--- src/rtl/button_conditioner.sv ---
// Pushbutton conditioner: 2-flop sync, debounce, press/release/repeat pulses (repeat only with BUTTON_CONDITIONER_AUTOREPEAT_EN).
// Latency: pb_state/pb_down/pb_up change 2+DB_CYCLES rising edges after a clean pb_n transition.
// Backpressure: none; outputs are free-running registered pulses and levels.
module button_conditioner #(
    parameter int DB_CYCLES  = 50000,
    parameter int RPT_DELAY  = 25000000,
    parameter int RPT_PERIOD = 5000000
) (
    input  logic clock,
    input  logic reset_n,
    input  logic pb_n,
    output logic pb_state,
    output logic pb_down,
    output logic pb_up,
    output logic pb_rpt
);

    localparam int DB_W = $clog2(DB_CYCLES);
    localparam logic [DB_W-1:0] DB_MAX = DB_W'(DB_CYCLES - 1);

    generate
        if (DB_CYCLES < 2 || DB_CYCLES > (1 << 20) || RPT_DELAY < 2 || RPT_PERIOD < 2) begin : g_bad_params
            $error("button_conditioner: parameter out of legal range");
        end
    endgenerate

    logic            sync_q1;
    logic            sync_q2;
    logic [DB_W-1:0] db_cnt;
    logic            sync_pressed;
    logic            db_toggle;

    assign sync_pressed = ~sync_q2;
    assign db_toggle    = (sync_pressed != pb_state) && (db_cnt == DB_MAX);

    // Counter only advances while the synchronized level disagrees with pb_state,
    // so any bounce back to the current state restarts the count from zero.
    always_ff @(posedge clock or negedge reset_n) begin
        if (!reset_n) begin
            sync_q1  <= 1'b1;
            sync_q2  <= 1'b1;
            db_cnt   <= '0;
            pb_state <= 1'b0;
            pb_down  <= 1'b0;
            pb_up    <= 1'b0;
        end else begin
            sync_q1 <= pb_n;
            sync_q2 <= sync_q1;
            pb_down <= 1'b0;
            pb_up   <= 1'b0;
            if (sync_pressed == pb_state) begin
                db_cnt <= '0;
            end else if (db_toggle) begin
                db_cnt   <= '0;
                pb_state <= ~pb_state;
                pb_down  <= ~pb_state;
                pb_up    <= pb_state;
            end else begin
                db_cnt <= db_cnt + 1'b1;
            end
        end
    end

`ifdef BUTTON_CONDITIONER_AUTOREPEAT_EN
    localparam int RPT_MAX = (RPT_DELAY > RPT_PERIOD) ? RPT_DELAY : RPT_PERIOD;
    localparam int RPT_W   = $clog2(RPT_MAX);
    localparam logic [RPT_W-1:0] RPT_FIRST = RPT_W'(RPT_DELAY - 1);
    localparam logic [RPT_W-1:0] RPT_NEXT  = RPT_W'(RPT_PERIOD - 1);

    logic [RPT_W-1:0] rpt_cnt;
    logic             rpt_first;

    // The release edge (pb_state 1 with db_toggle) clears the count so no repeat
    // can coincide with or follow pb_up.
    always_ff @(posedge clock or negedge reset_n) begin
        if (!reset_n) begin
            rpt_cnt   <= '0;
            rpt_first <= 1'b1;
            pb_rpt    <= 1'b0;
        end else begin
            pb_rpt <= 1'b0;
            if (!pb_state || db_toggle) begin
                rpt_cnt   <= '0;
                rpt_first <= 1'b1;
            end else if (rpt_cnt == (rpt_first ? RPT_FIRST : RPT_NEXT)) begin
                pb_rpt    <= 1'b1;
                rpt_cnt   <= '0;
                rpt_first <= 1'b0;
            end else begin
                rpt_cnt <= rpt_cnt + 1'b1;
            end
        end
    end
`else
    assign pb_rpt = 1'b0;
`endif

endmodule

--- config.mk ---
export PLATFORM = sky130hd
export DESIGN_NAME = button_conditioner
export DESIGN_NICKNAME = d
export VERILOG_FILES = /design/src/rtl/button_conditioner.sv
export SDC_FILE = /design/constraint.sdc
export NUM_CORES = 1
export LEC_CHECK = 0
export CORE_MARGIN = 2
export CORE_UTILIZATION = 55
export DETAILED_ROUTE_END_ITERATION = 8
export GPL_TIMING_DRIVEN = 0
export PLACE_DENSITY_LB_ADDON = 0.1
export SLEW_MARGIN = 25
export SYNTH_ARGS = -nofsm -noshare
export SYNTH_HDL_FRONTEND = slang
export SYNTH_SLANG_ARGS = --single-unit
export TNS_END_PERCENT = 30
--- constraint.sdc ---
create_clock -name clock -period 1.8 [get_ports clock]
set_input_delay 0.27 -clock clock [delete_from_list [all_inputs] [get_ports clock]]
set_output_delay 0.27 -clock clock [all_outputs]
set_load 0.02 [all_outputs]
==> out/results.txt, run 1 <==
The run finished with clean final reports. For this run, the share of the core covered by cells in the final layout is 65.2%. The final routed wirelength across all metal layers is 1590 microns. The synthesized netlist occupies a cell area of 1020 sq um.

For the largest voltage drop on the vdd net, the log shows 516 uV. The critical path endpoint is pb_state. The die is 47.1 microns tall. The core region is 1750 sq um. The total power per unit cell area was 669 nW/um^2; the global-route usage over all layers was 17.7%. The tools report the total half-perimeter wirelength after legalization and detailed placement as 1170 microns.

In this run, post-CTS repair resized a total of 0 instances. H-tree depth reported by CTS: 1. The critical path depth works out to 1. The floorplan step defined a die boundary enclosing 2220 sq um. Number of nets produced by synthesis: 95. The maximum number of pins on one net before global-route repair is 22, and the buffers plus inverters on the worst setup path is 1. The DRC violations left was 0; the maximum fanout along the worst path was 5.

TritonCTS built the clock tree. The flop and latch count out of synthesis works out to 21. The clock root buffer master is sky130_fd_sc_hd__clkbuf_4.

Traced cell by cell, the critical path runs through clkdlybuf4s50_1. The clock tree buffer depth is 2, and the overall power consumption is 762 uW. Top cell family by delay on the critical path: buffers and inverters. After routing, the total negative slack on setup checks comes to 0 ns. The relative area change from synthesis to final layout was 11.4%; the final instance area was 1140 sq um.

Synthesis produced 91 cells. The run gives 0 as the number of slew-limit violations in the final report. The type of element launching the critical path was a register.

The later-pin clock latency in the skew report is 0.31 ns, and the number of I/O pins is 7. The path class of the lowest-slack min-delay path is in -> reg. The library cells used most frequently in the layout, excluding fill and tap cells, are sky130_fd_sc_hd__dfrtp_1 (19), sky130_fd_sc_hd__nor2_1 (16), sky130_fd_sc_hd__xnor2_1 (13). The logs give 528 sq um for the area taken by flip-flops and latches and 661 for the via count of the routed design. The reg-to-reg critical path startpoint was db_cnt[0]. The logs give 1100 sq um for the placed cell area and 2640 microns for the wire length of the first global-routing pass. The count of buffers added on input and output ports is 5.

Summing the areas of all fa, ha and maj instances in the mapped netlist gives 1.22% of the synthesized area. The analysis attributes to cell leakage a power of 0.000438 uW. The final number of hold-violating endpoints was 0. The worst register-to-register path ends at db_cnt[6]. For the reg-to-reg setup timing slack, the log shows 0.20 ns.

The first routing iteration left 7 violations. The run gives 0 as the number of failing setup endpoints in the final timing report. Fill cells in the final layout number 150. For the via count of the first global-routing pass, the log shows 580. For the count of antenna-violating nets left after detailed routing, the log shows 0. For the Yosys warning count, the log shows 0.

Stage delay of the slowest cell on the critical path: 0.63 ns. The clock net in this run drives a total of 21 sinks. The required time at the worst-slack endpoint was 1.53 ns.

The share of the clock period used by the worst path after layout is 91.5%. The tool flagged a number of max-cap violations equal to 0. By area, the combinational part of the netlist is dominated by simple AND/OR/NAND/NOR gates. After synthesis, flip-flops and latches occupy 51.7% of the total area. A synthesized cell averages 11.2 sq um. The xor and xnor area share after synthesis was 12.9%; the final RePlAce weighted congestion was 0.768.

The clock arrives with 0.00959 ns of skew. After layout, the worst setup slack is 0.153 ns. Highest-delay cell along the critical path: sky130_fd_sc_hd__clkdlybuf4s50_1. For the initial antenna violation count, the log shows 0. Setup repair after global routing left no endpoint under its margin.

Summed over all layers, the global routing overflow is 0. The critical path in this run is classified as reg -> out. Leaving out fill and tap cells, the most frequent cell in the layout is sky130_fd_sc_hd__dfrtp_1.

The wire length per cell after detailed routing is 12.6 microns. The tools report the element type at the critical path end as a primary output. The netlist uses 25 different library cells. Summing the areas of all compound-gate instances in the mapped netlist gives 0.490% of the synthesized area. For the area of the multi-input gates, the log shows 464 sq um. The number of cells traversed by the worst register-to-register path was 6; the arrival time at the worst endpoint was 1.38 ns.

The effective utilization at floorplan was 58.6%; the fraction of the mapped netlist area in simple logic gates was 30.5%. Timing analysis after detailed placement gives a worst setup slack of 0.205 ns. The number of placement rows is 15, and the via-per-instance ratio is 5.25. The number of nets in the finished design came out at 106. The fraction of layout cells with a size suffix above 1 was 22.8%. The first detailed-routing pass took 4 iterations. The antenna diode instance count came out at 0. After layout, the minimum clock period comes to 1.65 ns.

The run gives 3 as the total CTS buffers. Clock-pin slew was measured on the worst setup and hold paths at 0.13 ns. The die extent in x was 47.1 microns; the multiplexer fraction of the synthesized cell area was 0%. Worst setup path startpoint: pb_state. Derived from the worst setup path, the maximum achievable clock frequency is 0.607 GHz.
flip-flops by register name (all words and copies together), names as in the netlist:
name and count:
sync_q1 1, db_cnt 16, pb_up 1, pb_state 1, pb_down 1, sync_q2 1
stage by stage:
step	hold slack [ns]	std cells
after floorplan	-0.0256	91
after global placement	0.347	121
after detailed placement	0.355	121
after CTS	0.337	125
after global routing	0.331	126
final	0.345	126
logic make-up (layout without fill, tap and decap cells):
| family | Yosys count | count (layout) |
|---|---|---|
| other cells | 1 | 1 |
| flops | 21 | 21 |
| xor+xnor | 15 | 15 |
| buf+inv | 5 | 15 |
| compound gates | 1 | 1 |
| simple gates | 47 | 47 |
| fa+ha+maj | 1 | 1 |
final cells by class:
cell class	instances	area share, %
plain buffers	2	1.65
clock buffers	3	1.98
clock inverters	1	0.659
inverters	3	0.989
multi-input cells	65	40.8
flip-flops and latches	21	46.4
well taps	25	2.75
repair buffers	6	4.84
how the worst min path moves through the flow:
stage	from	to	slack, ns	cells past startpoint
floorplan	reset_n	db_cnt[0]	-0.03	0
global route	pb_n	sync_q1	0.33	1
finish	pb_n	sync_q1	0.34	1
detailed placement	sync_q1	sync_q2	0.36	0
global placement	sync_q1	sync_q2	0.35	0
CTS	pb_n	sync_q1	0.34	1
power by group:
group | switching [uW] | leakage [uW] | internal (uW)
Combinational | 21.5 | 0.000140 | 13.8
Clock | 152 | 0.0000139 | 84.8
Sequential | 8.15 | 0.000284 | 481
Total | 182 | 0.000438 | 580
per-layer routing:
metal	track usage, %	share of wire [%]	wire [microns]
met5	0	0	0
met1	23.1	47	743
met4	3.33	0	0
met2	27.4	49	780
met3	8.08	3.8	61
cells in the mapped netlist (all sizes together):
cell    count  area [sq um]
xnor2      13           114
and3        2          12.5
o21ai       1          5.00
dfstp       2          52.6
nor3        4          20.0
nand2       5          21.3
nor4b       1          15.0
nand4       4          37.5
nand3       6          47.6
nor4bb      1          10.0
nor2       18          72.6
conb        1          3.75
ha          1          12.5
dfrtp      19           475
xor2        2          17.5
inv         3          11.3
nor4        5          62.6
and4bb      1          12.5
buf         2          18.8
what timing repair did:
action | CTS | global route
hold buffers | 0 | 1
endpoints found under the hold margin | 0 | 19
setup buffers | 0 | 0
Power figures use the tool's default switching activity.
==> run 2, diff against run 1 <==
--- a/config.mk
+++ b/config.mk
@@ -10,6 +10,7 @@
 export DETAILED_ROUTE_END_ITERATION = 8
 export GPL_TIMING_DRIVEN = 0
 export PLACE_DENSITY_LB_ADDON = 0.1
+export SETUP_SLACK_MARGIN = 0.2
 export SLEW_MARGIN = 25
 export SYNTH_ARGS = -nofsm -noshare
 export SYNTH_HDL_FRONTEND = slang
==> run 2 against run 1 <==
Compared with the run above: register-to-register slack gained 0.09 ns; wire length rose by 3.2%; utilization is 2.8 points higher; sequential share of layout area is 1.9 points lower; fmax up 8.8%; global-route usage is 0.080 points lower; non-clock buffer count grew 1; power up 0.28%; largest cell class unchanged; largest power group unchanged; highest routed layer unchanged.
==> out/results.txt, run 2 (synthesized netlist as in run 1, its figures left out) <==
The tools report the count of antenna-violating nets left after detailed routing as 0. The number of iterations in the first detailed-routing pass was 4. The count of cells along the worst hold path came out at 1. In this run, the number of DRC markers left after iteration 0 of detailed routing was 7. The tools report the reg-to-reg critical path startpoint as db_cnt[7]. After clock tree synthesis, the clock-pin slew on the worst setup and hold paths is 0.12 ns. Global routing consumed, over all layers together, 17.6% of the routing resources. Walking the worst path, the cells encountered are clkdlybuf4s50_1.

Entering global routing, the biggest net connects 22 pins. Summed over all failing endpoints, the final setup total negative slack is 0 ns. After detailed placement, the design holds a cell count of 121. The via-per-instance ratio was 5.20.

The number of sinks driven by the clock tree came out at 21. The routing usage on met3 is 8.08%. Once the floorplan was initialized, standard cells occupied 58.6% of the core. The highest clock frequency the design can meet was 0.660 GHz. The filler cell count in the final layout was 142. Element type at the critical path end: a primary output. The H-tree depth reported by CTS is 1.

The highest-delay cell along the critical path is sky130_fd_sc_hd__clkdlybuf4s50_1. The critical path in this run is classified as reg -> out. STA puts the critical path data required time at 1.53 ns. The longest clock path from root to sink contains 2 buffers. The logs give 127 for the number of non-filler instances in the completed layout and 0 for the antenna diode instance count. Leaving out fill and tap cells, the most frequent cells in the layout are sky130_fd_sc_hd__dfrtp_1 (19), sky130_fd_sc_hd__nor2_1 (16), sky130_fd_sc_hd__xnor2_1 (13). In this run the horizontal extent of the chip is 47.1 microns.

The design draws 764 uW. The run gives 0 as the number of slew-limit violations in the final report. The stage delay of the slowest cell on the critical path is 0.59 ns.

The layer flagged by global routing as most heavily used is met2. The later pin in the worst-skew pair is clocked with a latency of 0.31 ns. The die covers 2220 sq um. Dividing the detail-routed wire length by the instance count gives 12.9 microns.

Power spread over the standard cell area amounts to 643 nW/um^2. The core region is 1750 sq um. The routed layout has 660 vias. The path class of the lowest-slack min-delay path was in -> reg. The max-cap violation count came out at 0.

In this run, CTS created clock tree buffers numbering 3. The number of cells traversed by the worst register-to-register path was 5; the total half-perimeter wirelength after legalization and detailed placement was 1170 microns. The leakage power figure is 0.000453 uW. Ranked by flip-flop count, first place goes to db_cnt. Summed over all layers, the routed wires come to 1640 microns.

The relative area change from synthesis to final layout works out to 16.2%. The endpoint identified for the worst register-to-register timing path is db_cnt[6]. Of the cells placed in the final design, the portion with a size suffix greater than 1 is 28.4%.

The first global-routing pass estimated 2630 microns of wire. Via count of the first global-routing pass: 577. In this run the tool buffered the top-level ports with 5 buffer cells. STA classifies the critical path startpoint as a register. The number of nets in the finished design is 107, and the maximum fanout along the worst path is 1.

The logs give 0.00571 ns for the worst clock skew on the final layout and 0 for the number of failing setup endpoints in the final timing report. For the reg-to-reg setup timing slack, the log shows 0.29 ns. The launch instance of the worst min-delay path was pb_n. The largest voltage drop on the vdd net was 507 uV; the final period demand of the worst path was 1.51 ns. At the worst endpoint, the arrival time is 1.24 ns. From bottom edge to top edge, the die measures 47.1 microns. In this design, the largest share of critical-path delay is due to buffers and inverters. The flip-flop count of the largest register, all copies and words added works out to 16. After floorplanning, the core was divided into 15 placement rows. The flow ran to the end, and the final reports show no timing, DRC or antenna violations. Final RePlAce weighted congestion: 0.768.

The library cell used most frequently in the layout, excluding fill and tap cells, is sky130_fd_sc_hd__dfrtp_1. The final number of hold-violating endpoints was 0. The tree is rooted in a sky130_fd_sc_hd__clkbuf_4. TritonCTS built the clock tree. The initial antenna violation count was 0; the buffers plus inverters on the worst setup path was 1.

For this run, design rule violations remaining after detail routing come to 0. The share of the clock period used by the worst path after layout was 84.1%; the leftover overflow at the end of global routing was 0. For met2 alone, demand over resource in global routing was 27.4%. The tools report the global routing met1 resource utilization as 22.8%. Setup repair after global routing left no endpoint under its margin.

The path with the worst hold slack has its endpoint at sync_q1. Number of I/O pins: 7.
==> run 2: metal layers <==
metal | vias up | share of wire (%)
li1 | 327 | -
met1 | 323 | 45
met2 | 10 | 50
met3 | 0 | 4.6
met4 | 0 | 0
met5 | - | 0
==> run 2: layout make-up <==
class | instances | area, sq um | share of cell area (%)
Clock buffer | 3 | 22.5 | 1.90
Clock inverter | 1 | 7.51 | 0.632
Timing Repair Buffer | 7 | 61.3 | 5.16
Tap cell | 25 | 31.3 | 2.63
Buffer | 2 | 18.8 | 1.58
Inverter | 3 | 11.3 | 0.948
Multi-Input combinational cell | 65 | 507 | 42.7
Sequential cell | 21 | 528 | 44.5
==> run 2: stage by stage <==
step	util, %	hold WS, ns	setup slack (ns)	cell area, sq um
after floorplan	-	-0.0256	0.417	1020
after global placement	63.2	0.347	0.230	1100
after detailed placement	63.2	0.355	0.205	1100
after CTS	66.0	0.337	0.240	1150
after global routing	68.0	0.331	0.200	1190
final	68.0	0.348	0.286	1190
==> run 2: worst register-to-register path, delay by kind of cell (launching register included) <==
family / cells / cell delay [ns]
flops: 1 / 0.48
buf+inv: 1 / 0.15
simple gates: 4 / 0.78
==> run 2: worst max path at each step <==
stage                   start          to  depth (start not counted)  slack, ns
floorplan           db_cnt[0]  db_cnt[12]                          6       0.42
global placement    db_cnt[0]  db_cnt[12]                          6       0.23
detailed placement  db_cnt[0]  db_cnt[10]                          6       0.20
CTS                 db_cnt[0]   db_cnt[6]                          6       0.24
global route        db_cnt[7]   db_cnt[9]                          5       0.20
finish                pb_down     pb_down                          1       0.29
==> run 2: repair_timing <==
action                                 in CTS  in global routing
resized for setup                           4                  5
pin swaps                                   0                  1
buffers inserted                            0                  1
setup endpoints to repair                   9                 10
endpoints found under the hold margin       0                 19
hold buffers                                0                  1
==> run 2: report_power, final <==
group / switching [uW] / internal (uW) / total [uW]
clock: 150 / 84.8 / 235
sequential: 8.60 / 481 / 490
combinational: 22.3 / 16.4 / 38.7
total: 181 / 582 / 764
